`config.mk`:
```
export PLATFORM = sky130hd
export DESIGN_NAME = comparator_iter
export DESIGN_NICKNAME = d
export VERILOG_FILES = /design/src/rtl/comparator_iter_pkg.sv /design/src/rtl/comparator_chunk.sv /design/src/rtl/comparator_iter.sv
export SDC_FILE = /design/constraint.sdc
export NUM_CORES = 1
export LEC_CHECK = 0
export CAP_MARGIN = 10
export CORE_MARGIN = 10
export CORE_UTILIZATION = 50
export DETAILED_ROUTE_END_ITERATION = 12
export GPL_TIMING_DRIVEN = 0
export PLACE_DENSITY = 0.79
export SYNTH_ARGS = -nofsm -noshare
export SYNTH_HDL_FRONTEND = slang
export SYNTH_SLANG_ARGS = --single-unit
```
`constraint.sdc`:
```
create_clock -name clk -period 3.6 [get_ports clk]
set_clock_uncertainty 0.15 [all_clocks]
set_input_delay 0.72 -clock clk [delete_from_list [all_inputs] [get_ports clk]]
set_output_delay 0.72 -clock clk [all_outputs]
set_load 0.005 [all_outputs]
```
`src/rtl/comparator_iter_pkg.sv`:
```
// rtl/comparator_iter_pkg.sv - shared state encodings and result indices for comparator variants
package comparator_iter_pkg;

    typedef enum logic [1:0] {
        S_IDLE = 2'd0,
        S_CMP  = 2'd1,
        S_DONE = 2'd2
    } state_t;

    // Bit positions of the results inside a {ans2, ans1, ans0} vector.
    localparam int GT = 2;
    localparam int EQ = 1;
    localparam int LT = 0;

    // $clog2 returns 0 for 1; a counter still needs one bit.
    function automatic int clog2_min1(input int n);
        return (n <= 1) ? 1 : $clog2(n);
    endfunction

endpackage

```
`src/rtl/comparator_chunk.sv`:
```
// rtl/comparator_chunk.sv - combinational CHUNK-bit magnitude compare, MSB-first cascade
//
// Ports:
//   x, y  [CHUNK-1:0]  operand chunks
//   gt, eq, lt         x>y, x==y, x<y (exactly one is high)
module comparator_chunk #(
    parameter int CHUNK = 4
) (
    input  logic [CHUNK-1:0] x,
    input  logic [CHUNK-1:0] y,
    output logic             gt,
    output logic             eq,
    output logic             lt
);

    // Each bit uses the 1-bit cell equations (x&~y, ~x&y, ~(x^y)); a bit only
    // decides the result while all more-significant bits are still equal.
    always_comb begin
        logic g;
        logic e;
        logic l;
        g = 1'b0;
        e = 1'b1;
        l = 1'b0;
        for (int i = CHUNK - 1; i >= 0; i--) begin
            g = g | (e & x[i] & ~y[i]);
            l = l | (e & ~x[i] & y[i]);
            e = e & ~(x[i] ^ y[i]);
        end
        gt = g;
        eq = e;
        lt = l;
    end

endmodule

```
`src/rtl/comparator_iter.sv`:
```
// rtl/comparator_iter.sv - iterative MSB-first magnitude comparator with valid/ready handshakes
//
// Ports:
//   clk, rst_n            clock, asynchronous active-low reset
//   in_valid / in_ready   operand handshake (in_ready high only when idle)
//   a, b [WIDTH-1:0]      operands, sampled with signed_mode on accept
//   signed_mode           1 = two's-complement compare, 0 = unsigned
//   out_valid / out_ready result handshake
//   ans2, ans1, ans0      A>B, A==B, A<B; held after out_valid falls
module comparator_iter
    import comparator_iter_pkg::*;
#(
    parameter int WIDTH = 32,
    parameter int CHUNK = 4
) (
    input  logic             clk,
    input  logic             rst_n,
    input  logic             in_valid,
    output logic             in_ready,
    input  logic [WIDTH-1:0] a,
    input  logic [WIDTH-1:0] b,
    input  logic             signed_mode,
    output logic             out_valid,
    input  logic             out_ready,
    output logic             ans2,
    output logic             ans1,
    output logic             ans0
);

    localparam int NCHUNK = WIDTH / CHUNK;
    localparam int CW     = clog2_min1(NCHUNK);
    localparam logic [WIDTH-1:0] MSB_BIT = WIDTH'(1) << (WIDTH - 1);
    localparam logic [CW-1:0]    IDX_TOP = CW'(NCHUNK - 1);

    generate
        if (WIDTH < 1 || CHUNK < 1 || (WIDTH % CHUNK) != 0) begin : g_bad_params
            $error("comparator_iter: WIDTH must be a positive multiple of CHUNK");
        end
    endgenerate

    state_t           state;
    state_t           state_nxt;
    logic [WIDTH-1:0] a_r;
    logic [WIDTH-1:0] b_r;
    logic [CW-1:0]    idx;
    logic [CHUNK-1:0] x;
    logic [CHUNK-1:0] y;
    logic             c_gt;
    logic             c_eq;
    logic             c_lt;
    logic             last_chunk;
    logic [WIDTH-1:0] flip;

    // Flipping the sign bit of both operands maps two's-complement order onto
    // unsigned order, so the rest of the datapath is mode-agnostic.
    assign flip       = signed_mode ? MSB_BIT : '0;
    assign last_chunk = (idx == '0);

    assign x = a_r[int'(idx) * CHUNK +: CHUNK];
    assign y = b_r[int'(idx) * CHUNK +: CHUNK];

    comparator_chunk #(.CHUNK(CHUNK)) u_chunk (
        .x  (x),
        .y  (y),
        .gt (c_gt),
        .eq (c_eq),
        .lt (c_lt)
    );

    always_ff @(posedge clk or negedge rst_n) begin
        if (!rst_n) begin
            state <= S_IDLE;
        end else begin
            state <= state_nxt;
        end
    end

    always_comb begin
        state_nxt = state;
        in_ready  = 1'b0;
        out_valid = 1'b0;
        case (state)
            S_IDLE: begin
                in_ready = 1'b1;
                if (in_valid) begin
                    state_nxt = S_CMP;
                end
            end
            S_CMP: begin
                if (!c_eq || last_chunk) begin
                    state_nxt = S_DONE;
                end
            end
            S_DONE: begin
                out_valid = 1'b1;
                if (out_ready) begin
                    state_nxt = S_IDLE;
                end
            end
            default: state_nxt = S_IDLE;
        endcase
    end

    always_ff @(posedge clk or negedge rst_n) begin
        if (!rst_n) begin
            a_r  <= '0;
            b_r  <= '0;
            idx  <= '0;
            ans2 <= 1'b0;
            ans1 <= 1'b0;
            ans0 <= 1'b0;
        end else begin
            if (state == S_IDLE && in_valid) begin
                a_r <= a ^ flip;
                b_r <= b ^ flip;
                idx <= IDX_TOP;
            end else if (state == S_CMP) begin
                if (c_gt) begin
                    {ans2, ans1, ans0} <= 3'b100;
                end else if (c_lt) begin
                    {ans2, ans1, ans0} <= 3'b001;
                end else if (last_chunk) begin
                    {ans2, ans1, ans0} <= 3'b010;
                end else begin
                    idx <= idx - 1'b1;
                end
            end
        end
    end

    always @(posedge clk) begin
        if (rst_n && out_valid) begin
            assert ($onehot({ans2, ans1, ans0}))
                else $error("comparator_iter: result not one-hot while out_valid");
        end
    end

endmodule
```
-- After elaboration in Yosys (flattened, before gate mapping)
Index checks and enable logic that the tools add are counted.
- multiplexer cells: 20
- shift operators: 2
- eq/ne operators: 8
- add/subtract/negate cells: 1
- bitwise operators: 42
- reduce and logical (&&, ||, !) cells: 10
- operators by type and width (kind ; number):
    32-bit by 6-bit indexed part select with 4-bit output ; 2
    32-bit bitwise XOR ; 2
    32-bit 2-to-1 mux ; 1
    1-bit AND ; 17
    3-bit 2-to-1 mux ; 5
    1-bit NOT ; 13
    1-bit 2-to-1 mux ; 10
    2-bit 2-to-1 mux ; 3
    2-bit by 1-bit inequality test with 1-bit output (second input constant) ; 3
    2-bit inequality test (second input constant) ; 3
    1-bit bitwise OR ; 6
    2-bit one-hot mux with 3 select lines ; 1
    3-bit AND reduction ; 2
    4-bit AND reduction ; 1
    1-bit bitwise XOR ; 4
    3-bit zero test ; 1
    3-bit nonzero test ; 1
    3-bit by 1-bit subtractor with 3-bit output (second input constant) ; 1
    2-bit by 1-bit == test with 1-bit output (second input constant) ; 1
    2-bit == test (second input constant) ; 1
    2-bit zero test ; 1
    2-bit nonzero test ; 1
    1-bit logical AND ; 1
    1-bit zero test ; 1
    1-bit logical OR ; 1
- bits in registers: 72
- output and inout port bits: 5
- word-level logic and storage cells: 90

-- Depth between registers and ports, before layout
- word-level depth: 12
- gate-level depth with buffers: 12

-- Cells and area by module
From an unflattened synthesis, not the netlist that was laid out.
- cells, all modules: 247
- area, all modules: 3530.9 sq um
- by module, submodules not included (module ; area each (sq um) ; cells each ; times used):
    comparator_iter ; 3374.5 ; 225 ; 1
    comparator_chunk ; 156.4 ; 22 ; 1

-- Worst setup path before layout
Ideal clock, no wire load.
- path type: register -> register
- from: reg idx[0]
- to: reg idx[2]
- slack: 0.490 ns
- setup time: 0.104 ns
- data required time: 3.346 ns
- arrival: 2.857 ns
- path buffers: 2
- cell stages (with the launch flop): 12
- clock period less this slack: 3.110 ns
- path through: dfrtp_1 -> buf_6 -> mux4_1 -> mux2i_1 -> inv_1 -> ha_1 -> inv_1 -> a2111oi_1 -> or3_1 -> buf_2 -> or4_1 -> o311ai_1
- cells in the longest elaborated chain, start to end: 10
- elaborated cells on any way between the ends: 49
- classes of those cells: 1 x add/sub; 3 x eq/ne; 2 x shift; 5 x mux; 36 x bitwise; 2 x reduce/logical
- RTL lines (what ; line ; RTL):
    from (decl) ; comparator_iter.sv:45 ; logic [CW-1:0] idx;
    from (signal assigned) ; comparator_iter.sv:125 ; idx <= idx - 1'b1;
    32-bit by 6-bit indexed part select with 4-bit output, on equally long branches ; comparator_iter.sv:59, comparator_iter.sv:60 ;
    1-bit bitwise XOR ; comparator_chunk.sv:28 ; e = e & ~(x[i] ^ y[i]);
    1-bit NOT ; comparator_chunk.sv:28 ;
    1-bit AND, on equally long branches (2 in series) ; comparator_chunk.sv:27, comparator_chunk.sv:26, comparator_chunk.sv:28 ;
    1-bit bitwise OR, or another cell as far along (2 in series) ; comparator_chunk.sv:27 ; l = l | (e & ~x[i] & y[i]);
    1-bit bitwise OR, on equally long branches ; comparator_chunk.sv:27, comparator_chunk.sv:26 ;
    2-bit by 1-bit inequality test with 1-bit output (no source line) ; n/a ;
    4-bit AND reduction (no source line) ; n/a ;
Parallel ways exist; a longest one is shown, timed or not. The select of a mux whose other input is x is not followed.
A chain may end at the register's enable or synchronous reset.

-- Final worst setup path
Ends and elaborated chain as after synthesis.

==> summary by stage <==
Power and ir drop
The design draws 3680 µW. The maximum ir drop on the vdd rail is 313 µV. The internal power component is 2470 µW. Power spread over the standard cell area amounts to 818 mW/mm². The net switching power is 1210 µW. The portion of total power attributed to combinational logic is 45.3%.

The switching portion of total power is 32.9%. The fraction of power consumed by the clock network is 16.8%. The leakage component of the power is 0.00188 µW. The sequential share of power is 37.9%.

Logic synthesis
The post-synth design cell area is 0.00347 mm². The area share of and/or/nand/nor cells after synthesis is 3.68%. The average cell area after synthesis is 14.9 µm². The count of distinct cell types in the synthesized netlist is 40. For this run, the register share of the synthesized area comes to 52.0%. Summing the areas of all compound-gate instances in the mapped netlist gives 4.26% of the synthesized area.

By area, the combinational part of the netlist is dominated by multiplexers. The adder and majority gate portion of the synthesized area is 1.44%. The flip-flop cell with the highest count after synthesis is sky130_fd_sc_hd__dfrtp_1. In the post-synthesis netlist, the biggest area contributors are sky130_fd_sc_hd__dfrtp_1, sky130_fd_sc_hd__mux2_2, sky130_fd_sc_hd__mux4_2. After technology mapping, the gate count stands at 232. In this run, synthesis inferred 0 flip-flops with an integrated enable.

Synthesis inferred 72 register bits. The Yosys step of the flow raised 0 warnings. Counting every net in the synthesized netlist gives 305.

After synthesis, the share of flip-flops with an asynchronous set or reset is 100%. The fraction of synthesized cell area taken by the top area cell type is 52.0%. Of the post-synthesis cell area, the part taken by muxes is 34.7%. The library cell occupying the most area in the post-synthesis netlist is sky130_fd_sc_hd__dfrtp_1. The synthesized-area fraction occupied by xor and xnor cells is 1.26%.

Place
The number of buffers inserted by port buffering is 73. The HPWL after detailed placement is 5720 µm. Prior to clock tree synthesis, the placed netlist has a worst setup slack of 0.0714 ns. The placed instance count is 385. The final estimated routing congestion in global placement is 0.850.

Final layout
At the end of the flow, the number of nets in the layout was 390. The layout cell share with drive strength beyond 1 is 26.8%. In the layout the commonest cells are sky130_fd_sc_hd__dfrtp_1, sky130_fd_sc_hd__clkdlybuf4s50_1, sky130_fd_sc_hd__mux2_2, sky130_fd_sc_hd__mux2_1, sky130_fd_sc_hd__clkbuf_8. At the end of the flow the core is filled with cells to 66.6%. The repair_antennas step left the layout with diodes totalling 0. The post-route non-filler standard cell count is 401. From synthesis to final layout, the design area changed by 29.8%.

Across the whole layout, storage elements account for 0.00180 mm². The number of filler cells placed in the layout is 517. In the final layout, the multi-input gates occupy 0.00158 mm².

Global routing
The via count of the first global-routing pass is 2523. The overall overflow remaining after global route is 0. The initial antenna violation count is 0. The wire length of the first global-routing pass is 12500 µm.

The largest net degree at the start of global routing is 73. Across every metal layer, demand over resource in global routing totals 15.6%.

Clock tree
Clock tree synthesis inserted a total of 9 buffers. The H-tree was split into 3 levels. The clock latency at the later pin of the worst-skew pair is 0.35 ns.

The master cell of the clock root buffer is sky130_fd_sc_hd__clkbuf_8. The clock tree from TritonCTS is yes. The buffer levels on the longest clock path is 2. The clock-pin slew reported for the worst setup and hold paths after clock tree synthesis is 0.07 ns.

The hold-fix buffer count after cts is 0. The tree built by TritonCTS fans out to 72 sinks.

Setup path
The launch point of the worst path is idx[0]. The critical path is of the reg2reg type. The data required time at the worst endpoint is 3.69 ns. For the worst setup path, the data arrival time is 3.50 ns.

The worst setup path is captured at a flip-flop. Along the worst path, the maximum fanout reaches 10. The beginning of the worst register-to-register path is idx[0].

STA classifies the critical path startpoint as a flip-flop.

Die
The placement row count is 30. The die footprint is 0.0107 mm². Once the floorplan was initialized, standard cells occupied 51.3% of the core. 74 I/O pins were placed. From bottom edge to top edge, the die measures 103 µm. The floorplan die width is 103 µm. The core region is 0.00676 mm².

Routing
Summed over all layers, the routed wires come to 7660 µm. The DRC violation count after routing is 0. The average wire length per cell after detail routing is 19.1 µm. After detailed routing, the number of vias per cell comes to 5.58. In this run, the number of DRC markers left after iteration 0 of detailed routing was 57. The routed layout has 2236 vias.

The count of nets left with antenna violations after detail routing is 0. The first TritonRoute pass finished after 5 iterations.

Outcome
The flow ran to the end, and the final reports show no timing, DRC or antenna violations.

STA
The max-slew violation total from the final report is 0. Measured against its own limit, the worst slew margin works out to 39.4%. The final number of hold-violating endpoints came to 0.

The highest clock rate is 293 MHz. The total setup violations reported at the end of the flow is 0. The setup slack of the critical path after layout is 0.186 ns.

At the pin with the least slew margin, the transition time is 0.909 ns. Setup repair after global routing left no endpoint under its margin. The period utilization is 94.8%.

The worst path in the final design needs a cycle of 3.41 ns, including I/O delays and setup.

Job
The max-capacitance violation count is 0.

Min path
The type of the worst min-delay path is reg2reg. The startpoint of the worst hold path is a_r[21].
path summary, 6_finish.rpt:
path / to / slack (ns) / depth (start not counted)
max: idx[2] / 0.19 / 11
min: a_r[21] / 0.33 / 1
max reg2reg: idx[2] / 0.19 / 11
min reg2reg: a_r[21] / 0.33 / 1
max in group asynchronous: b_r[28] / 2.36 / 1
min in group asynchronous: a_r[7] / 0.35 / 1
flip-flops by register name, indices dropped and copies added, names as in the netlist:
signal and cells:
a_r 32, ans0 1, ans1 1, ans2 1
b_r 32, idx 3, state 2
logic make-up (layout without fill, tap and decap cells):
| family | Yosys count | in the layout |
|---|---|---|
| fa+ha+maj | 4 | 4 |
| buf+inv | 21 | 110 |
| simple gates | 23 | 23 |
| compound gates | 20 | 20 |
| flops | 72 | 72 |
| mux | 87 | 87 |
| xor+xnor | 5 | 5 |
routing by layer:
layer	routed length, µm	vias up	GRT usage, %
met5	0	-	0
met4	148	0	7.70
met3	336	11	2.72
met2	3890	59	26.4
met1	3280	1124	18.8
li1	-	1042	-
synthesized netlist by cell type, types with 2 or more instances:
library cell               count
sky130_fd_sc_hd__inv_1         6
sky130_fd_sc_hd__a21oi_1       4
sky130_fd_sc_hd__mux4_2        9
sky130_fd_sc_hd__nor2_1        5
sky130_fd_sc_hd__nand2b_1      3
sky130_fd_sc_hd__xnor2_1       2
sky130_fd_sc_hd__mux2_2       53
sky130_fd_sc_hd__nor2b_1       2
sky130_fd_sc_hd__o41ai_1       3
sky130_fd_sc_hd__or4_1         2
sky130_fd_sc_hd__dfrtp_1      72
sky130_fd_sc_hd__clkbuf_1      5
sky130_fd_sc_hd__buf_2         5
sky130_fd_sc_hd__mux4_1        7
sky130_fd_sc_hd__mux2_1       11
sky130_fd_sc_hd__ha_1          4
sky130_fd_sc_hd__nand2_1       3
sky130_fd_sc_hd__xor2_1        3
sky130_fd_sc_hd__buf_1         4
sky130_fd_sc_hd__mux2i_4       2
sky130_fd_sc_hd__or3_1         2
sky130_fd_sc_hd__mux2i_1       5
sky130_fd_sc_hd__o31ai_1       3
repair_timing:
action                                  CTS  global route
endpoints found under the setup margin    0             3
gates resized for setup                   0             4
endpoints found under the hold margin     0             0
buffers inserted                          0             1
critical path: stages (launching register included):
cell and delay [ns]:
sky130_fd_sc_hd__dfrtp_1 0.38, sky130_fd_sc_hd__buf_6 0.18, sky130_fd_sc_hd__mux4_1 0.58, sky130_fd_sc_hd__mux2i_1 0.19, sky130_fd_sc_hd__inv_1 0.07, sky130_fd_sc_hd__ha_1 0.34
sky130_fd_sc_hd__inv_1 0.14, sky130_fd_sc_hd__a2111oi_1 0.06, sky130_fd_sc_hd__or3_1 0.35, sky130_fd_sc_hd__buf_2 0.16, sky130_fd_sc_hd__or4_1 0.47, sky130_fd_sc_hd__o311ai_1 0.26
final cells by class:
type,instances,area share (%)
tap,80,2.22
clock inverter,3,0.945
inverter,6,0.501
sequential,72,40.0
clock buffer,12,3.23
timing repair buffer,74,16.4
multi-input combinational,139,35.0
buffer,15,1.70
power by group through the flow:
stage,clock network [µW],logic [µW],registers [µW]
detailed placement,0,1650,1420
CTS,630,1660,1400
global placement,0,1590,1390
floorplan,0,1260,1340
finish,618,1660,1400
global route,668,1840,1450
per-stage QoR:
step	hold WS (ns)	instance area [µm²]	TNS, ns
after detailed placement	0.319	4290	0
after CTS	0.336	4480	0
after floorplan	0.274	3470	0
after global routing	0.349	4500	0
final	0.332	4500	0
after global placement	0.311	4300	-56.94
Note: power is estimated with default switching activity, not from simulation.
